**src/rtl/rv_pkg.sv**
```systemverilog
`default_nettype none
// ============================================================================
// Module      : rv_pkg
// Description : Shared opcodes, ALU encodings and FSM states for rv_multicycle_core.
// Revision    : 1.0
// ============================================================================
package rv_pkg;

    localparam logic [6:0] c_OP_R    = 7'b0110011;
    localparam logic [6:0] c_OP_IALU = 7'b0010011;
    localparam logic [6:0] c_OP_LD   = 7'b0000011;
    localparam logic [6:0] c_OP_SD   = 7'b0100011;
    localparam logic [6:0] c_OP_BEQ  = 7'b1100011;
    localparam logic [6:0] c_OP_SYS  = 7'b1110011;

    // Same operation codes as the ALU_64_Bit block of the single-cycle core
    localparam logic [3:0] c_ALU_AND = 4'b0000;
    localparam logic [3:0] c_ALU_OR  = 4'b0001;
    localparam logic [3:0] c_ALU_ADD = 4'b0010;
    localparam logic [3:0] c_ALU_SUB = 4'b0110;

    typedef enum logic [2:0] {
        S_FETCH  = 3'd0,
        S_DECODE = 3'd1,
        S_EXEC   = 3'd2,
        S_MEM    = 3'd3,
        S_WB     = 3'd4,
        S_HALT   = 3'd5
    } state_t;

    function automatic logic [3:0] alu_ctrl(input logic [6:0] opcode,
                                            input logic       funct7_b5,
                                            input logic [2:0] funct3);
        logic [3:0] op;
        op = c_ALU_ADD;
        if (opcode == c_OP_R) begin
            case ({funct7_b5, funct3})
                4'b1000: op = c_ALU_SUB;
                4'b0111: op = c_ALU_AND;
                4'b0110: op = c_ALU_OR;
                default: op = c_ALU_ADD;
            endcase
        end else if (opcode == c_OP_BEQ) begin
            op = c_ALU_SUB;
        end
        return op;
    endfunction

    function automatic logic is_known_op(input logic [6:0] opcode);
        return opcode inside {c_OP_R, c_OP_IALU, c_OP_LD, c_OP_SD, c_OP_BEQ, c_OP_SYS};
    endfunction

endpackage
`default_nettype wire

```
**src/rtl/rv_multicycle_core_if.sv**
```systemverilog
`default_nettype none
// ============================================================================
// Module      : rv_multicycle_core_if
// Description : Shared instruction/data request-ready memory port.
// Revision    : 1.0
// ============================================================================
interface rv_multicycle_core_if #(
    parameter int XLEN = 64
);
    logic            mem_req;
    logic            mem_we;
    logic [XLEN-1:0] mem_addr;
    logic [XLEN-1:0] mem_wdata;
    logic [XLEN-1:0] mem_rdata;
    logic            mem_ready;

    modport master (
        output mem_req, mem_we, mem_addr, mem_wdata,
        input  mem_rdata, mem_ready
    );

    modport slave (
        input  mem_req, mem_we, mem_addr, mem_wdata,
        output mem_rdata, mem_ready
    );
endinterface
`default_nettype wire

```
**src/rtl/rv_regfile.sv**
```systemverilog
`default_nettype none
// ============================================================================
// Module      : rv_regfile
// Description : Two async read ports, one sync write port; x0 reads as zero.
// Revision    : 1.0
// ============================================================================
module rv_regfile #(
    parameter int XLEN = 64,
    parameter int NREG = 32,
    parameter int AW   = $clog2(NREG)
) (
    input  logic            clk,
    input  logic            i_we,
    input  logic [AW-1:0]   i_waddr,
    input  logic [XLEN-1:0] i_wdata,
    input  logic [AW-1:0]   i_raddr1,
    input  logic [AW-1:0]   i_raddr2,
    output logic [XLEN-1:0] o_rdata1,
    output logic [XLEN-1:0] o_rdata2
);
    logic [XLEN-1:0] r_regs [NREG];

    always_ff @(posedge clk) begin
        if (i_we && (i_waddr != '0)) begin
            r_regs[i_waddr] <= i_wdata;
        end
    end

    assign o_rdata1 = (i_raddr1 == '0) ? '0 : r_regs[i_raddr1];
    assign o_rdata2 = (i_raddr2 == '0) ? '0 : r_regs[i_raddr2];
endmodule
`default_nettype wire

```
**src/rtl/rv_multicycle_core.sv**
```systemverilog
`default_nettype none
// ============================================================================
// Module      : rv_multicycle_core
// Description : Multi-cycle RV64I subset core on one request/ready memory port.
//               RV_ILLEGAL_HALT_EN: unknown opcodes halt instead of acting as NOP.
// Revision    : 1.0
// ============================================================================
module rv_multicycle_core
    import rv_pkg::*;
#(
    parameter int              XLEN     = 64,
    parameter logic [XLEN-1:0] RESET_PC = '0,
    parameter int              NREG     = 32
) (
    input  logic                 clk,
    input  logic                 reset,
    rv_multicycle_core_if.master mem,
    output logic                 retire,
    output logic [XLEN-1:0]      pc_out,
    output logic                 halt
);
    localparam int              c_REG_AW  = $clog2(NREG);
    localparam logic [XLEN-1:0] c_PC_STEP = XLEN'(4);

    state_t r_state, w_state_next;

    logic [31:0]     r_ir;
    logic [XLEN-1:0] r_pc, r_a, r_b, r_imm, r_alu_out, r_mdr, r_target;
    logic [XLEN-1:0] r_mem_addr, r_mem_wdata;
    logic            r_taken, r_mem_req, r_mem_we, r_retire, r_halt;

    logic [6:0]          w_opcode;
    logic [c_REG_AW-1:0] w_rs1, w_rs2, w_rd;
    logic [XLEN-1:0]     w_rs1_data, w_rs2_data, w_imm, w_alu_b, w_alu_result, w_pc_next;
    logic [3:0]          w_alu_op;
    logic                w_is_mem, w_rf_we;

    assign w_opcode = r_ir[6:0];
    assign w_rd     = r_ir[7  +: c_REG_AW];
    assign w_rs1    = r_ir[15 +: c_REG_AW];
    assign w_rs2    = r_ir[20 +: c_REG_AW];
    assign w_is_mem = (w_opcode == c_OP_LD) || (w_opcode == c_OP_SD);
    assign w_alu_op = alu_ctrl(w_opcode, r_ir[30], r_ir[14:12]);

    // SB immediate is kept in half-word units; EXEC shifts it into a byte offset
    always_comb begin
        w_imm = {{(XLEN-12){r_ir[31]}}, r_ir[31:20]};
        if (w_opcode == c_OP_SD) begin
            w_imm = {{(XLEN-12){r_ir[31]}}, r_ir[31:25], r_ir[11:7]};
        end else if (w_opcode == c_OP_BEQ) begin
            w_imm = {{(XLEN-12){r_ir[31]}}, r_ir[31], r_ir[7], r_ir[30:25], r_ir[11:8]};
        end
    end

    assign w_alu_b = ((w_opcode == c_OP_R) || (w_opcode == c_OP_BEQ)) ? r_b : r_imm;

    always_comb begin
        w_alu_result = r_a + w_alu_b;
        case (w_alu_op)
            c_ALU_AND: w_alu_result = r_a & w_alu_b;
            c_ALU_OR:  w_alu_result = r_a | w_alu_b;
            c_ALU_SUB: w_alu_result = r_a - w_alu_b;
            default:   w_alu_result = r_a + w_alu_b;
        endcase
    end

    assign w_rf_we   = (r_state == S_WB) &&
                       ((w_opcode == c_OP_R) || (w_opcode == c_OP_IALU) || (w_opcode == c_OP_LD));
    assign w_pc_next = r_taken ? r_target : (r_pc + c_PC_STEP);

    rv_regfile #(
        .XLEN (XLEN),
        .NREG (NREG),
        .AW   (c_REG_AW)
    ) u_regfile (
        .clk      (clk),
        .i_we     (w_rf_we),
        .i_waddr  (w_rd),
        .i_wdata  ((w_opcode == c_OP_LD) ? r_mdr : r_alu_out),
        .i_raddr1 (w_rs1),
        .i_raddr2 (w_rs2),
        .o_rdata1 (w_rs1_data),
        .o_rdata2 (w_rs2_data)
    );

    always_ff @(posedge clk) begin
        if (!reset) begin
            r_state <= S_FETCH;
        end else begin
            r_state <= w_state_next;
        end
    end

    always_comb begin
        w_state_next = r_state;
        case (r_state)
            S_FETCH:  if (r_mem_req && mem.mem_ready) w_state_next = S_DECODE;
            S_DECODE: begin
                w_state_next = S_EXEC;
                if (w_opcode == c_OP_SYS) w_state_next = S_HALT;
`ifdef RV_ILLEGAL_HALT_EN
                if (!is_known_op(w_opcode)) w_state_next = S_HALT;
`endif
            end
            S_EXEC:   w_state_next = w_is_mem ? S_MEM : S_WB;
            S_MEM:    if (mem.mem_ready) w_state_next = S_WB;
            S_WB:     w_state_next = S_FETCH;
            S_HALT:   w_state_next = S_HALT;
            default:  w_state_next = S_FETCH;
        endcase
    end

    // Request outputs are registered and set on the edge that enters FETCH/MEM
    always_ff @(posedge clk) begin
        if (!reset) begin
            r_pc        <= RESET_PC;
            r_mem_req   <= 1'b0;
            r_mem_we    <= 1'b0;
            r_mem_addr  <= '0;
            r_mem_wdata <= '0;
            r_retire    <= 1'b0;
            r_halt      <= 1'b0;
            r_taken     <= 1'b0;
        end else begin
            r_retire <= (w_state_next == S_WB);
            r_halt   <= r_halt | (w_state_next == S_HALT);
            case (r_state)
                S_FETCH: begin
                    if (!r_mem_req) begin
                        r_mem_req  <= 1'b1;
                        r_mem_we   <= 1'b0;
                        r_mem_addr <= r_pc;
                    end else if (mem.mem_ready) begin
                        r_ir      <= mem.mem_rdata[31:0];
                        r_mem_req <= 1'b0;
                    end
                end
                S_DECODE: begin
                    r_a     <= w_rs1_data;
                    r_b     <= w_rs2_data;
                    r_imm   <= w_imm;
                    r_taken <= 1'b0;
                end
                S_EXEC: begin
                    r_alu_out <= w_alu_result;
                    if (w_opcode == c_OP_BEQ) begin
                        r_taken  <= (w_alu_result == '0);
                        r_target <= r_pc + (r_imm << 1);
                    end
                    if (w_is_mem) begin
                        r_mem_req   <= 1'b1;
                        r_mem_we    <= (w_opcode == c_OP_SD);
                        r_mem_addr  <= w_alu_result;
                        r_mem_wdata <= r_b;
                    end
                end
                S_MEM: begin
                    if (mem.mem_ready) begin
                        r_mdr     <= mem.mem_rdata;
                        r_mem_req <= 1'b0;
                        r_mem_we  <= 1'b0;
                    end
                end
                S_WB: begin
                    r_pc       <= w_pc_next;
                    r_mem_req  <= 1'b1;
                    r_mem_we   <= 1'b0;
                    r_mem_addr <= w_pc_next;
                end
                default: ;
            endcase
        end
    end

    assign mem.mem_req   = r_mem_req;
    assign mem.mem_we    = r_mem_we;
    assign mem.mem_addr  = r_mem_addr;
    assign mem.mem_wdata = r_mem_wdata;
    assign retire        = r_retire;
    assign pc_out        = r_pc;
    assign halt          = r_halt;
endmodule
`default_nettype wire
```
**src/flat_wrapper.sv**
```systemverilog
// flat-port wrapper written by rule: the top's interface ports become plain ports
module rv_multicycle_core_flat import rv_pkg::*;
#(
    parameter int              XLEN     = 64,
    parameter logic [XLEN-1:0] RESET_PC = '0,
    parameter int              NREG     = 32
)
  (clk, reset, retire, pc_out, halt, mem_mem_req, mem_mem_we, mem_mem_addr, mem_mem_wdata, mem_mem_rdata, mem_mem_ready);
  rv_multicycle_core_if #(.XLEN(XLEN)) mem_i ();
  input  logic clk;
  input  logic reset;
  output logic retire;
  output logic [XLEN-1:0] pc_out;
  output logic halt;
  output wire logic [$bits(mem_i.mem_req)-1:0] mem_mem_req;
  output wire logic [$bits(mem_i.mem_we)-1:0] mem_mem_we;
  output wire logic [$bits(mem_i.mem_addr)-1:0] mem_mem_addr;
  output wire logic [$bits(mem_i.mem_wdata)-1:0] mem_mem_wdata;
  input wire logic [$bits(mem_i.mem_rdata)-1:0] mem_mem_rdata;
  input wire logic [$bits(mem_i.mem_ready)-1:0] mem_mem_ready;
  assign mem_mem_req = mem_i.mem_req;
  assign mem_mem_we = mem_i.mem_we;
  assign mem_mem_addr = mem_i.mem_addr;
  assign mem_mem_wdata = mem_i.mem_wdata;
  assign mem_i.mem_rdata = mem_mem_rdata;
  assign mem_i.mem_ready = mem_mem_ready;
  rv_multicycle_core #(.XLEN(XLEN), .RESET_PC(RESET_PC), .NREG(NREG)) u_core (.clk(clk), .reset(reset), .mem(mem_i), .retire(retire), .pc_out(pc_out), .halt(halt));
endmodule
```
**config.mk**
```make
export PLATFORM = sky130hd
export DESIGN_NAME = rv_multicycle_core_flat
export DESIGN_NICKNAME = d
export VERILOG_FILES = /design/src/rtl/rv_pkg.sv /design/src/rtl/rv_multicycle_core_if.sv /design/src/rtl/rv_regfile.sv /design/src/rtl/rv_multicycle_core.sv /design/src/flat_wrapper.sv
export SDC_FILE = /design/constraint.sdc
export NUM_CORES = 2
export LEC_CHECK = 0
export CORE_MARGIN = 2
export CORE_UTILIZATION = 30
export CTS_CLUSTER_SIZE = 28
export DETAILED_ROUTE_END_ITERATION = 10
export PLACE_DENSITY = 0.5
export SKIP_CTS_REPAIR_TIMING = 1
export SLEW_MARGIN = 25
export SYNTH_ARGS = -nofsm -noshare
export SYNTH_HDL_FRONTEND = slang
export SYNTH_SLANG_ARGS = --single-unit
```
**constraint.sdc**
```tcl
create_clock -name clk -period 14.14 [get_ports clk]
set_input_delay 1.414 -clock clk [delete_from_list [all_inputs] [get_ports clk]]
set_output_delay 1.414 -clock clk [all_outputs]
set_load 0.01 [all_outputs]
```
==> flow_summary.yaml <==
yosys:
  syn_avg_cell_area_um2: 16.3
  async_flop_share_pct: 0
  ys_ff_latch: 2612
  yosysMostFrequentCell: "edfxtp_1"
  yosys-top-cells-count: "2412 x edfxtp_1, 1104 x mux4_2, 505 x nand2_1"
  synth_edf_count: 2412
  ys_warn_count: 0
  synth-seq-area-share_pct: 60.3
  synth_ff_type: "edfxtp_1"
  netlist_area_um2: 127000
  synthTopCellsByArea: "edfxtp_1 57%, mux4_2 20%, dfxtp_1 3.2%, mux2i_1 2.1%, nand2_1 1.5%"
  yosys.area.top_type_share_pct: 57.1
  synth.largest_area_cell: "edfxtp_1"
  synth_cell_type_count: 102
  syn_inst: 7782
worst_setup_path:
  crit_type: "reg2reg"
  cpLargestDelayFamily: "simple AND/OR/NAND/NOR gates"
  setup.worst_path.start: "u_core.r_ir[6]"
  cp-end-kind: "flip-flop"
  path_buf_inv: 2
  crit-reg2reg-launch: "u_core.r_ir[6]"
  timing.critical_path.mode_cell: "nor3_1"
  crit_path_top_delay_cell: "nor3_1"
  arrival_ns: 9.05
  worst_path_largest_cell_delay_ns: 0.56
  cp_data_required_time_ns: 15.03
  worstSetupStartpointType: "flip-flop"
  critPathMaxFanout: 44
power:
  p_leak_nw: 47.0
  cellPowerDensity_nw_per_um2: 118
  p_comb_share_pct: 4.8
  p_sw_share_pct: 23.0
  power.switching_w: 0.00399
  finalPower_w: 0.0174
  p_int_w: 0.0134
  ir_drop_v: 0.000109
  seq_power_share_pct: 48.6
  power_frac_clock_pct: 46.6
cells_and_area:
  layout-drive-gt1-share_pct: 24.3
  syn_to_final_growth_pct: 15.8
  fillers: 39800
  nNetsFinal: 8231
  fin_area_um2: 147000
routing:
  postRouteAntennaNets: 0
  vias: 79500
  vias_per_cell: 5.71
  drc: 0
  drt_iter0_drc: 9733
  drt_first_pass_iters: 6
  wire_per_inst_um: 33.4
  wl_um: 465000
sta:
  post-route-period-util_pct: 57.7
  relSlewSlack_pct: 21.8
  fin_crit_ns: 8.16
  drv_slew: 0
  grt_setup_unrepaired: "false"
  timing.setup.tns_ns: 0
  tightestPinTransition_ns: 1.16
  finalHoldViolations: 0
  setup_violations: 0
  skew_ns: 0.121
  max_freq_mhz: 123
global_route:
  grt_pass1_vias: 79400
  grt_max_degree: 127
  grt-ovfl-total: 0
  antenna_found_initial: 29
  grtUsageTotal_pct: 21.2
  grt_pass1_wl_um: 641000
floorplan:
  die_y_um: 654
  core_um2: 420000
  row_count: 238
  die_w_um: 654
  start_util_pct: 30.2
  fp.dieArea_um2: 428000
  pin_count: 263
place:
  port_buffers: 262
  placed_cell_area_um2: 137000
  globalplace.congestion: 0.900
  dpl.hpwl_um: 282000
clock_network:
  htree_num_levels: 5
  cts_buffer_depth: 4
  cts_buffers: 308
  clk_pin_slew_ns: 0.06
  cts_root_buffer: "clkbuf_16"
  clk_latency_ns: 0.98
  cts_tree: "built"
  cts.sink_count: 2612
job:
  drv_cap: 0
worst_hold_path:
  hp-start: "u_core.r_ir[31]"
  worstHoldPathType: "reg2reg"
outcome:
  status: "completed"
-- cells in the final DEF, fill, tap and decap left out, drive strengths merged, types with 30 or more instances in the layout --
master	instances
a211oi	30
a21boi	114
a21o	66
a21oi	310
a221oi	73
a22o	33
a31oi	68
and2	34
and3	32
buf	197
clkbuf	378
clkdlybuf4s50	261
clkinv	137
conb	64
dfxtp	200
edfxtp	2412
ha	128
inv	97
mux2	151
mux2i	272
mux4	1104
nand2	506
nand3	53
nand4	54
nor2	341
nor3	98
o211ai	33
o21ai	271
o221ai	62
o22ai	69
xnor2	132
xor2	109
-- sequential cells by signal, summed over array words and instances, names as in the netlist --
register / cells
u_core.halt: 1
u_core.mem.mem_addr: 64
u_core.mem.mem_req: 1
u_core.mem.mem_wdata: 64
u_core.mem.mem_we: 1
u_core.pc_out: 64
u_core.r_a: 64
u_core.r_alu_out: 64
u_core.r_b: 64
u_core.r_imm: 12
u_core.r_ir: 32
u_core.r_mdr: 64
u_core.r_state: 3
u_core.r_taken: 1
u_core.r_target: 64
u_core.retire: 1
u_core.u_regfile.r_regs: 2048
-- power by group through the flow --
stage | clock network (W) | registers [W] | logic (W)
finish | 0.00809 | 0.00844 | 0.000841
global route | 0.00851 | 0.00844 | 0.000890
CTS | 0.00824 | 0.00844 | 0.000841
detailed placement | 0 | 0.00861 | 0.000839
global placement | 0 | 0.00861 | 0.000837
floorplan | 0 | 0.00859 | 0.000505
-- metal layers --
layer / part of all wire [%] / GRT usage, %
met3: 7.2 / 3.05
met4: 3.9 / 7.39
met5: 0.021 / 0
met2: 47 / 34.5
met1: 42 / 28.9
-- per-stage QoR --
step	instances	setup slack, ns	utilization, %	hold WS [ns]
6_report	13900	5.98	34.9	0.427
3_3_place_gp	13400	5.89	32.5	0.407
2_1_floorplan	7845	2.15	-	0.400
4_1_cts	13900	5.98	34.9	0.429
5_1_grt	13900	5.52	34.9	0.448
3_5_place_dp	13400	6.03	32.5	0.415
-- cell families (layout without fill, tap and decap cells) --
family / after synthesis / after routing / share of synthesized area, %
flip-flops: 2612 / 2612 / 60.3
multiplexers: 1527 / 1527 / 23.1
AO/OA/AOI/OAI: 1338 / 1338 / 7.01
AND/OR/NAND/NOR: 1254 / 1254 / 4.48
buffers and inverters: 670 / 1105 / 2.09
XOR/XNOR: 241 / 241 / 1.67
adder cells (fa/ha/maj): 139 / 139 / 1.37
other: 1 / 75 / 0.00296
-- path summary, 6_finish.rpt --
kind / cells after the start / to / slack [ns]
hold / removal: 0 / u_core.r_imm[11] / 0.43
setup / recovery: 27 / u_core.r_taken / 5.98
setup reg to reg: 27 / u_core.r_taken / 5.98
hold reg to reg: 0 / u_core.r_imm[11] / 0.43
-- final cells by class --
cell class | count | area, µm² | share of cell area [%]
Multi-Input combinational cell | 4563 | 48400 | 32.9
Clock inverter | 178 | 2070 | 1.41
Tap cell | 5640 | 7060 | 4.80
Inverter | 91 | 343 | 0.233
Clock buffer | 378 | 8170 | 5.57
Antenna cell | 11 | 27.5 | 0.0187
Timing Repair Buffer | 458 | 4420 | 3.01
Sequential cell | 2612 | 76400 | 52.0
Power figures use the tool's default switching activity.
